File: config.mk
export PLATFORM = sky130hd
export DESIGN_NAME = rx_buffer_write_ctrl
export DESIGN_NICKNAME = d
export VERILOG_FILES = /design/src/rtl/rx_buffer_pkg.sv /design/src/rtl/rx_byte_packer.sv /design/src/rtl/rx_buffer_write_ctrl.sv
export SDC_FILE = /design/constraint.sdc
export NUM_CORES = 1
export LEC_CHECK = 0
export CAP_MARGIN = 20
export CORE_ASPECT_RATIO = 1.75
export CORE_MARGIN = 8
export CORE_UTILIZATION = 40
export DETAILED_ROUTE_END_ITERATION = 8
export DONT_BUFFER_PORTS = 1
export PLACE_DENSITY_LB_ADDON = 0.05
export SYNTH_ARGS = -nofsm -noshare
export SYNTH_HDL_FRONTEND = slang
export SYNTH_HIERARCHICAL = 1
export SYNTH_SLANG_ARGS = --single-unit
File: constraint.sdc
create_clock -name clk_i -period 7.6 [get_ports clk_i]
set_input_delay 1.52 -clock clk_i [delete_from_list [all_inputs] [get_ports clk_i]]
set_output_delay 1.52 -clock clk_i [all_outputs]
set_load 0.1 [all_outputs]
File: src/rtl/rx_buffer_pkg.sv
// Shared types and defaults for the RX slot-buffer write path.
// Latency: n/a (package only).
// Backpressure: n/a (package only).
package rx_buffer_pkg;

    // Write sequencer states.
    typedef enum logic [2:0] {
        RX_IDLE,
        RX_RECV,
        RX_LAST,
        RX_COMMIT,
        RX_DROP
    } rx_wr_state_e;

    // Default slot size in bytes (also the largest frame accepted).
    localparam int rx_els_default_lp        = 2048;
    // Default width of the committed frame-size field.
    localparam int rx_size_width_default_lp = 16;
    // Width of the saturating drop counters.
    localparam int rx_drop_cnt_width_lp     = 16;

    // Increment that sticks at all-ones instead of wrapping.
    function automatic logic [rx_drop_cnt_width_lp-1:0] sat_incr(
        input logic [rx_drop_cnt_width_lp-1:0] cnt
    );
        return (&cnt) ? cnt : cnt + 1'b1;
    endfunction

endpackage

File: src/rtl/rx_byte_packer.sv
// Packs a byte stream little-endian into buffer words and emits word writes.
// Latency: a byte that fills a word (or is flushed) produces word_v_o one cycle later.
// Backpressure: none; every pushed byte is absorbed in the cycle it arrives.
//
// Ports:
//   push_i   - accept data_i this cycle
//   start_i  - data_i is the first byte of a frame (count/lane state restart)
//   flush_i  - data_i is the last byte of a good frame; write the partial word
//   kill_i   - suppress any word write caused by this byte
//   count_o  - bytes accepted so far in the current frame
//   word_*_o - registered word write (strobe, byte address, data)
module rx_byte_packer
    import rx_buffer_pkg::*;
#(
    parameter int data_width_p = 64,
    parameter int els_p        = rx_els_default_lp
) (
    input  logic                        clk_i,
    input  logic                        reset_n_i,
    input  logic                        push_i,
    input  logic                        start_i,
    input  logic                        flush_i,
    input  logic                        kill_i,
    input  logic [7:0]                  data_i,
    output logic [$clog2(els_p):0]      count_o,
    output logic                        word_v_o,
    output logic [$clog2(els_p)-1:0]    word_addr_o,
    output logic [data_width_p-1:0]     word_data_o
);

    localparam int bytes_per_word_lp = data_width_p / 8;
    localparam int lane_width_lp     = $clog2(bytes_per_word_lp);
    localparam int addr_width_lp     = $clog2(els_p);
    localparam int count_width_lp    = addr_width_lp + 1;
    localparam logic [addr_width_lp-1:0] lane_mask_lp = addr_width_lp'(bytes_per_word_lp - 1);

    logic [count_width_lp-1:0] count_q;
    logic [data_width_p-1:0]   lanes_q;
    logic                      word_v_q;
    logic [addr_width_lp-1:0]  word_addr_q;
    logic [data_width_p-1:0]   word_data_q;

    logic [count_width_lp-1:0] cur_count;
    logic [data_width_p-1:0]   cur_lanes;
    logic [data_width_p-1:0]   nxt_lanes;
    logic [lane_width_lp-1:0]  lane_idx;
    logic                      word_full;
    logic                      emit;

    // A frame start behaves as if count and lanes were already zero, so the
    // first byte lands in lane 0 without needing an idle clearing cycle.
    always_comb begin
        cur_count = start_i ? '0 : count_q;
        cur_lanes = start_i ? '0 : lanes_q;
        lane_idx  = cur_count[lane_width_lp-1:0];
        nxt_lanes = cur_lanes;
        nxt_lanes[lane_idx*8 +: 8] = data_i;
        word_full = (lane_idx == lane_width_lp'(bytes_per_word_lp - 1));
        emit      = push_i && !kill_i && (word_full || flush_i);
    end

    always_ff @(posedge clk_i or negedge reset_n_i) begin
        if (!reset_n_i) begin
            count_q     <= '0;
            lanes_q     <= '0;
            word_v_q    <= 1'b0;
            word_addr_q <= '0;
            word_data_q <= '0;
        end else begin
            word_v_q <= emit;
            if (push_i) begin
                count_q <= cur_count + 1'b1;
                // Lanes restart at zero after each word so a flushed partial
                // word carries zeros in its unfilled upper lanes.
                lanes_q <= (word_full || flush_i) ? '0 : nxt_lanes;
            end
            if (emit) begin
                word_addr_q <= cur_count[addr_width_lp-1:0] & ~lane_mask_lp;
                word_data_q <= nxt_lanes;
            end
        end
    end

    assign count_o     = count_q;
    assign word_v_o    = word_v_q;
    assign word_addr_o = word_addr_q;
    assign word_data_o = word_data_q;

endmodule

File: src/rtl/rx_buffer_write_ctrl.sv
// MAC-side sequencer: packs RX bytes into the current slot, then commits size and slot.
// Latency: word write at byte+1; good frame commits size/slot at last+2, idle again at last+3.
// Backpressure: none toward the MAC; frames that cannot be taken are dropped and counted.
//
// Ports:
//   rx_v_i/rx_data_i/rx_last_i/rx_error_i - MAC byte stream, one byte per cycle max
//   write_slot_ready_and_i                - a free slot exists (sampled on first byte)
//   write_v_o/write_addr_o/write_data_o   - word writes into the current slot
//   write_size_v_o/write_size_o           - frame length write, paired with write_slot_v_o
//   drop_full_count_o / drop_err_count_o  - saturating discard counters
module rx_buffer_write_ctrl
    import rx_buffer_pkg::*;
#(
    parameter int data_width_p = 64,   // 32 or 64
    parameter int els_p        = rx_els_default_lp,
    parameter int size_width_p = rx_size_width_default_lp
) (
    input  logic                            clk_i,
    input  logic                            reset_n_i,
    input  logic                            rx_v_i,
    input  logic [7:0]                      rx_data_i,
    input  logic                            rx_last_i,
    input  logic                            rx_error_i,
    output logic                            write_slot_v_o,
    input  logic                            write_slot_ready_and_i,
    output logic                            write_size_v_o,
    output logic [size_width_p-1:0]         write_size_o,
    output logic                            write_v_o,
    output logic [$clog2(els_p)-1:0]        write_addr_o,
    output logic [data_width_p-1:0]         write_data_o,
    output logic [rx_drop_cnt_width_lp-1:0] drop_full_count_o,
    output logic [rx_drop_cnt_width_lp-1:0] drop_err_count_o
);

    localparam int addr_width_lp  = $clog2(els_p);
    localparam int count_width_lp = addr_width_lp + 1;

    rx_wr_state_e state_q, state_d;
    logic         err_q, err_d;
    logic         pend_q, pend_d;   // a dropped frame began during LAST
    logic         commit_q;
    logic [size_width_p-1:0]         size_q;
    logic [rx_drop_cnt_width_lp-1:0] drop_full_q;
    logic [rx_drop_cnt_width_lp-1:0] drop_err_q;

    logic                      take;
    logic                      start;
    logic                      flush;
    logic                      kill;
    logic                      inc_full;
    logic                      inc_err;
    logic                      oversize;
    logic                      err_frame;
    logic [count_width_lp-1:0] byte_count;

    assign oversize = (byte_count == count_width_lp'(els_p));

    always_comb begin
        state_d   = state_q;
        err_d     = err_q;
        pend_d    = pend_q;
        take      = 1'b0;
        start     = 1'b0;
        flush     = 1'b0;
        kill      = 1'b0;
        inc_full  = 1'b0;
        inc_err   = 1'b0;
        // The sticky flag belongs to the previous frame until a new one starts.
        err_frame = (state_q == RX_IDLE) ? rx_error_i : (err_q | rx_error_i);

        unique case (state_q)
            RX_IDLE: begin
                if (rx_v_i) begin
                    if (write_slot_ready_and_i) begin
                        take  = 1'b1;
                        start = 1'b1;
                    end else begin
                        inc_full = 1'b1;
                        state_d  = rx_last_i ? RX_IDLE : RX_DROP;
                    end
                end
            end
            RX_RECV: begin
                if (rx_v_i) begin
                    if (oversize) begin
                        inc_err = 1'b1;
                        state_d = rx_last_i ? RX_IDLE : RX_DROP;
                    end else begin
                        take = 1'b1;
                    end
                end
            end
            RX_LAST: begin
                // The good frame still commits; a byte here opens a dropped frame.
                state_d = RX_COMMIT;
                if (rx_v_i) begin
                    inc_full = 1'b1;
                    pend_d   = !rx_last_i;
                end
            end
            RX_COMMIT: begin
                pend_d = 1'b0;
                if (rx_v_i) begin
                    // With pend set this byte continues the frame already counted.
                    inc_full = !pend_q;
                    state_d  = rx_last_i ? RX_IDLE : RX_DROP;
                end else begin
                    state_d  = pend_q ? RX_DROP : RX_IDLE;
                end
            end
            RX_DROP: begin
                if (rx_v_i && rx_last_i) begin
                    state_d = RX_IDLE;
                end
            end
            default: begin
                state_d = RX_IDLE;
            end
        endcase

        if (take) begin
            err_d = err_frame;
            if (rx_last_i) begin
                if (err_frame) begin
                    kill    = 1'b1;
                    inc_err = 1'b1;
                    state_d = RX_IDLE;
                end else begin
                    flush   = 1'b1;
                    state_d = RX_LAST;
                end
            end else begin
                state_d = RX_RECV;
            end
        end
    end

    always_ff @(posedge clk_i or negedge reset_n_i) begin
        if (!reset_n_i) begin
            state_q     <= RX_IDLE;
            err_q       <= 1'b0;
            pend_q      <= 1'b0;
            commit_q    <= 1'b0;
            size_q      <= '0;
            drop_full_q <= '0;
            drop_err_q  <= '0;
        end else begin
            state_q  <= state_d;
            err_q    <= err_d;
            pend_q   <= pend_d;
            // Registered decode of COMMIT: the byte count is final during LAST.
            commit_q <= (state_d == RX_COMMIT);
            if (state_d == RX_COMMIT) begin
                size_q <= size_width_p'(byte_count);
            end
            if (inc_full) begin
                drop_full_q <= sat_incr(drop_full_q);
            end
            if (inc_err) begin
                drop_err_q <= sat_incr(drop_err_q);
            end
        end
    end

    rx_byte_packer #(
        .data_width_p (data_width_p),
        .els_p        (els_p)
    ) u_packer (
        .clk_i       (clk_i),
        .reset_n_i   (reset_n_i),
        .push_i      (take),
        .start_i     (start),
        .flush_i     (flush),
        .kill_i      (kill),
        .data_i      (rx_data_i),
        .count_o     (byte_count),
        .word_v_o    (write_v_o),
        .word_addr_o (write_addr_o),
        .word_data_o (write_data_o)
    );

    assign write_slot_v_o    = commit_q;
    assign write_size_v_o    = commit_q;
    assign write_size_o      = size_q;
    assign drop_full_count_o = drop_full_q;
    assign drop_err_count_o  = drop_err_q;

endmodule

==> results of run 1 <==
## Yosys cell counts, drive strengths merged (7+ instances only)
cell type,instances
dfrtp,199
nand2,73
a22o,61
nor2,46
buf,41
nor3,40
nand3,34
o21ai,33
a21oi,31
clkbuf,28
inv,28
a31oi,27
a221o,25
xor2,25
mux2,18
a211oi,17
nand4,17
xnor2,12
and3,10
nor2b,7
## cell usage in the layout, fill, tap and decap left out, drive strengths merged, types with 3 or more instances in the layout
cell and count:
and3 10, or4 4, nand2b 6, a22o 61, a21oi 31, o31ai 4, o21ai 33, and4 5
conb 7, nand3 34, nand2 73, a31oi 27, inv 28, nor2b 7, nor2 46, mux2 18
a2111oi 3, buf 3, or2 4, and2 6, o22ai 5, xnor2 12, bufinv 4, a211oi 17
nand4 17, a221o 25, dfrtp 199, nor4 6, ha 6, xor2 25, clkbuf 21, clkinv 3
nor3 40, a32o 4
## logic make-up (layout without fill, tap and decap cells)
| kind of cell | count (synthesis) | count (layout) | share of synthesized area |
|---|---|---|---|
| AO/OA/AOI/OAI | 219 | 219 | 0.191 |
| XOR/XNOR | 37 | 37 | 0.0353 |
| adder cells (fa/ha/maj) | 6 | 6 | 0.00819 |
| buffers and inverters | 97 | 61 | 0.0501 |
| flip-flops | 199 | 199 | 0.543 |
| multiplexers | 18 | 18 | 0.0225 |
| other | 2 | 7 | 0.000819 |
| AND/OR/NAND/NOR | 266 | 266 | 0.149 |
## how the worst min path moves through the flow
stage	start	end	slack, ns	cells after the start
2_1_floorplan	u_packer/lanes_q[55]	u_packer/lanes_q[55]	0.46	1
3_3_place_gp	u_packer/lanes_q[39]	u_packer/lanes_q[39]	0.47	1
3_5_place_dp	u_packer/lanes_q[8]	u_packer/lanes_q[8]	0.48	1
4_1_cts	u_packer/lanes_q[46]	u_packer/lanes_q[46]	0.51	1
5_1_grt	u_packer/lanes_q[17]	u_packer/lanes_q[17]	0.52	1
6_report	u_packer/lanes_q[46]	u_packer/lanes_q[46]	0.50	1
## stage by stage
stage,cell area [um^2],total power [mW],worst slack [ns]
floorplan,9190,3.67,2.97
global placement,9230,3.95,1.74
detailed placement,9230,3.99,1.54
CTS,9840,4.95,2.00
global route,9870,5.13,2.11
finish,9870,4.91,2.48
## flip-flops by register name, summed over array words and instances, names as in the netlist
name,cells
write_size_v_o,1
u_packer/word_v_o,1
u_packer/count_o,12
err_q,1
u_packer/word_data_o,64
u_packer/word_addr_o,8
u_packer/lanes_q,64
write_size_o,12
state_q,3
drop_full_count_o,16
pend_q,1
drop_err_count_o,16
## critical path: stages
cell	delay, ns
nor2b_1	0.11
and3_1	0.48
inv_1	0.14
buf_4	0.39
nand2_1	0.13
ha_1	0.24
ha_1	0.49
nor2b_1	0.73
and2_1	0.46
nor2b_1	0.52
a22o_1	0.25
## metal layers
layer / wire [um] / vias to the layer above
li1: - / 2986
met2: 14500 / 202
met1: 9470 / 3395
met4: 600 / 0
met5: 0 / -
met3: 1720 / 40
## report_power, final
group	leakage [nW]	total (mW)	switching (mW)	internal, mW
registers	2.66	2.83	1.53	1.31
logic	1.38	1.13	0.720	0.406
clock network	0.295	0.953	0.390	0.563
total	4.33	4.91	2.64	2.27
## final cells by class
cell class	count	area, um^2
sequential	199	4980
tap	300	375
timing repair buffer	3	42.5
multi-input combinational	553	3750
clock inverter	9	150
clock buffer	21	460
fill	2260	12800
inverter	28	105
==> run summary, run 1 <==
status: complete, no violations
die area: 0.0282 mm^2
met3 GRT Util: 0.0497
first-pass iteration count of the detailed router: 5
Worst R2R Path Depth: 11
GR Util All Layers: 0.191
GRT overflow: 0
DR WL/cell: 23.7 um
number of remaining DRC errors: 0
# Post-CTS Setup Buffers: 0
total negative slack: 0 ns
FF-to-FF setup slack: 2.97 ns
CP startpoint kind: input pin
Synth Cell Area: 0.00917 mm^2
Synth Flop Type: dfrtp_1
die height: 216 um
Req. time, crit path: 7.97 ns
clk_skew: 0.0117 ns
unrepaired setup endpoints after global routing: no
Final Util: 0.436
Final #Nets: 822
Worst-Skew Late Latency: 0.44 ns
largest area contributor in the netlist: dfrtp_1
share of layout cells above drive strength 1: 0.0947
Starting Density: 0.405
# IOs: 140
final setup fails: 0
dpl hpwl: 18600 um
Worst-path clk slew: 0.07 ns
Clock Tree Root: clkbuf_16
routability-driven placement congestion ratio: 0.819
initial antenna violation count: 0
VDD IR-drop max: 0.320 mV
crit path max fanout: 40
Power Density: 498 mW/mm^2
critical path type: in2reg
critical path data arrival time: 5.49 ns
max-slew violations: 0
GR peak layer: met2
Post-Synthesis Cells: 844
# diodes: 0
Final ANT Viol Nets: 0
Vias per Instance: 5.95
largest net degree at the start of global routing: 200
hold_buf cts: 0
CTS sink cnt: 199
CTS tree: yes
Port Buffer Count: 0
post_cts resized: 0
Core Box Area: 0.0227 mm^2
Synth area leaders: dfrtp_1 54%, a22o_1 5.8%, nand2_1 3.0%, a221o_1 2.7%, xor2_1 2.4%
final WL: 26300 um
Yosys reg bits: 199
fin cells: 1113
hold_ws: 0.501 ns
number of enable flip-flop cells after synthesis: 0
final worst path period need: 5.12 ns
placed cells: 1082
cts bufs inserted: 17
Yosys cell types: 63
Die X: 130 um
GR Util met2: 0.346
H-tree Lvls: 4
Worst-Margin Slew: 1.12 ns
max cap viols: 0
Yosys top cell area share: 0.543
Crit. End Element: flip-flop
syn_area_per_cell: 10.9 um^2
Critical Path End: u_packer/lanes_q[30]
DR vias: 6623
synth warn: 6
area grow syn2layout: 7.60%
via count of the first global-routing pass: 6793
Max clock buf depth: 2
Reg-to-Reg End: u_packer/lanes_q[30]
f_max: 195 MHz
initial DRC count: 477
FF-to-FF Start: state_q[0]
ratio of final minimum period to clock period: 0.673
relative slew slack: 0.252
Fin. Hold Viols: 0
Critical Path Source: rx_v_i
register area share after synthesis: 0.543
global-route wire length before repair: 40700 um
HP Class: reg2reg
M1 GR Usage: 0.205
Synth async-reset ratio: 1.00
Leakage: 4.33 nW
# rows: 73
(Power assumes the default switching activity.)
==> inputs of run 2 (changes only) <==
clock period = 4.3 ns   (was 7.6 ns; I/O delays follow)
==> run 2 against run 1 <==
Compared with the run above: sequential power up 65%; critical path depth down 2; clock-buffer cell count down 4; routed wire length about the same; clock skew down 0.0040 ns; flip-flop and latch count unchanged; total power up 75%; die area unchanged.
==> run summary, run 2 (synthesis gave the netlist of run 1 again) <==
f_max: 281 MHz
H-tree Lvls: 4 (unchanged)
Top Metal Used: met5
final WL: 26300 um (about the same)
Crit. End Element: flip-flop
Max clock buf depth: 2 (unchanged)
routability-driven placement congestion ratio: 0.856 (+4.6%)
Worst R2R Path Depth: 9 (-2)
CP startpoint kind: flip-flop
# Post-CTS Setup Buffers: 0 (unchanged)
Leakage: 4.43 nW (+2.2%)
Clock Tree Root: clkbuf_16
ratio of final minimum period to clock period: 0.828
relative slew slack: 0.290 (+0.0382)
CTS sink cnt: 199 (unchanged)
final worst path period need: 3.56 ns
Final ANT Viol Nets: 0 (unchanged)
Met2 Wirelength: 14000 um (-3.8%)
post_cts resized: 0 (unchanged)
Core Box Area: 0.0227 mm^2 (unchanged)
Die X: 130 um (unchanged)
global-route wire length before repair: 40900 um (+0.49%)
DR WL/cell: 23.2 um (-2.1%)
Post-Route M1 WL: 9560 um (+0.88%)
initial antenna violation count: 1 (+1)
largest net degree at the start of global routing: 200 (unchanged)
GRT overflow: 0 (unchanged)
met3 wire length: 1730 um (+0.52%)
total negative slack: 0 ns (unchanged)
# diodes: 0 (unchanged)
Fin. Hold Viols: 0 (unchanged)
Starting Density: 0.405 (unchanged)
cts bufs inserted: 17 (unchanged)
GR Util All Layers: 0.191 (about the same)
FF-to-FF Start: state_q[0]
initial DRC count: 377 (-21%)
Worst-Skew Late Latency: 0.44 ns (about the same)
Critical Path Source: state_q[0]
Power Density: 861 mW/mm^2 (+73%)
clk_skew: 0.00771 ns (-0.00396 ns)
via count of the first global-routing pass: 6880 (+1.3%)
Worst-Margin Slew: 1.07 ns (-0.0573 ns)
most common cell after layout, fill and taps aside: dfrtp_1
critical path data arrival time: 3.93 ns (-1.56 ns)
Req. time, crit path: 4.67 ns (-3.30 ns)
HP Class: in2async
most frequent cells in the layout: 198 x dfrtp_1, 73 x nand2_1, 61 x a22o_1, 45 x nor2_1, 36 x nor3_1
unrepaired setup endpoints after global routing: no
max-slew violations: 0 (unchanged)
die height: 216 um (unchanged)
critical path type: reg2reg
die area: 0.0282 mm^2 (unchanged)
status: complete, no violations
Vias per Instance: 5.86 (-1.5%)
max cap viols: 0 (unchanged)
DR vias: 6663 (+0.60%)
Worst-path clk slew: 0.07 ns (about the same)
Port Buffer Count: 0 (unchanged)
# IOs: 140 (unchanged)
area grow syn2layout: 8.98%
dpl hpwl: 18800 um (+1.4%)
number of remaining DRC errors: 0 (unchanged)
final setup fails: 0 (unchanged)
CTS tree: yes
first-pass iteration count of the detailed router: 5 (unchanged)
hold_buf cts: 0 (unchanged)
crit path max fanout: 32 (-20%)
share of layout cells above drive strength 1: 0.123 (+0.0283)
Final Util: 0.441 (+0.00558)
# rows: 73 (unchanged)
VDD IR-drop max: 0.566 mV (+77%)
Final #Nets: 850 (+3.4%)
run 2: changes by cell type in the layout (fill, tap and decap cells not counted), sizes merged:
cell      change
bufinv        -2
buf          +28
clkbuf        -4
inv           +1
clkinvlp      +2
clkinv        -1
run 2: layout make-up:
type	count	area, um^2
clock buffers	17	425
clock inverters	9	109
fillers	2266	12700
inverters	28	105
multi-input cells	553	3750
flip-flops and latches	199	4980
well taps	300	375
repair buffers	31	245
run 2: power by group:
group          leakage [nW]  internal (mW)  switching, mW
clock network         0.251          0.835          0.675
logic                  1.52          0.804           1.62
registers              2.66           2.31           2.36
total                  4.43           3.95           4.65
run 2: routing by layer:
metal  track usage  up-vias
met5             0        -
met4        0.0958        2
met3        0.0521       51
met2         0.338      194
met1         0.201     3387
li1              -     3029
run 2: final timing paths:
check | to | slack (ns)
max | u_packer/lanes_q[53] | 0.74
min | drop_full_count_o[11] | 0.12
max reg2reg | u_packer/lanes_q[53] | 0.74
min reg2reg | u_packer/lanes_q[33] | 0.50
max in group asynchronous | u_packer/count_o[9] | 3.70
min in group clk_i | u_packer/lanes_q[33] | 0.50
run 2: through the flow:
| stage | worst slack [ns] | total power [mW] | std cells | hold slack [ns] | area, um^2 |
|---|---|---|---|---|---|
| floorplan | 0.326 | 6.49 | 849 | 0.458 | 9190 |
| global placement | 0.537 | 7.10 | 1111 | 0.477 | 9460 |
| detailed placement | 0.511 | 7.16 | 1111 | 0.483 | 9460 |
| CTS | 0.793 | 8.70 | 1137 | 0.0896 | 9990 |
| global route | 0.508 | 9.02 | 1137 | 0.0955 | 9990 |
| finish | 0.740 | 8.60 | 1137 | 0.116 | 9990 |
run 2: critical path, stage by stage, from the launching register on:
cell and delay, ns:
dfrtp_1 0.48, nor2_1 0.22, and3_1 0.25, buf_4 0.37, nand2b_1 0.25, ha_1 0.38, nor2b_1 0.34, nand4_1 0.42
nor2_1 0.55, a22o_1 0.21
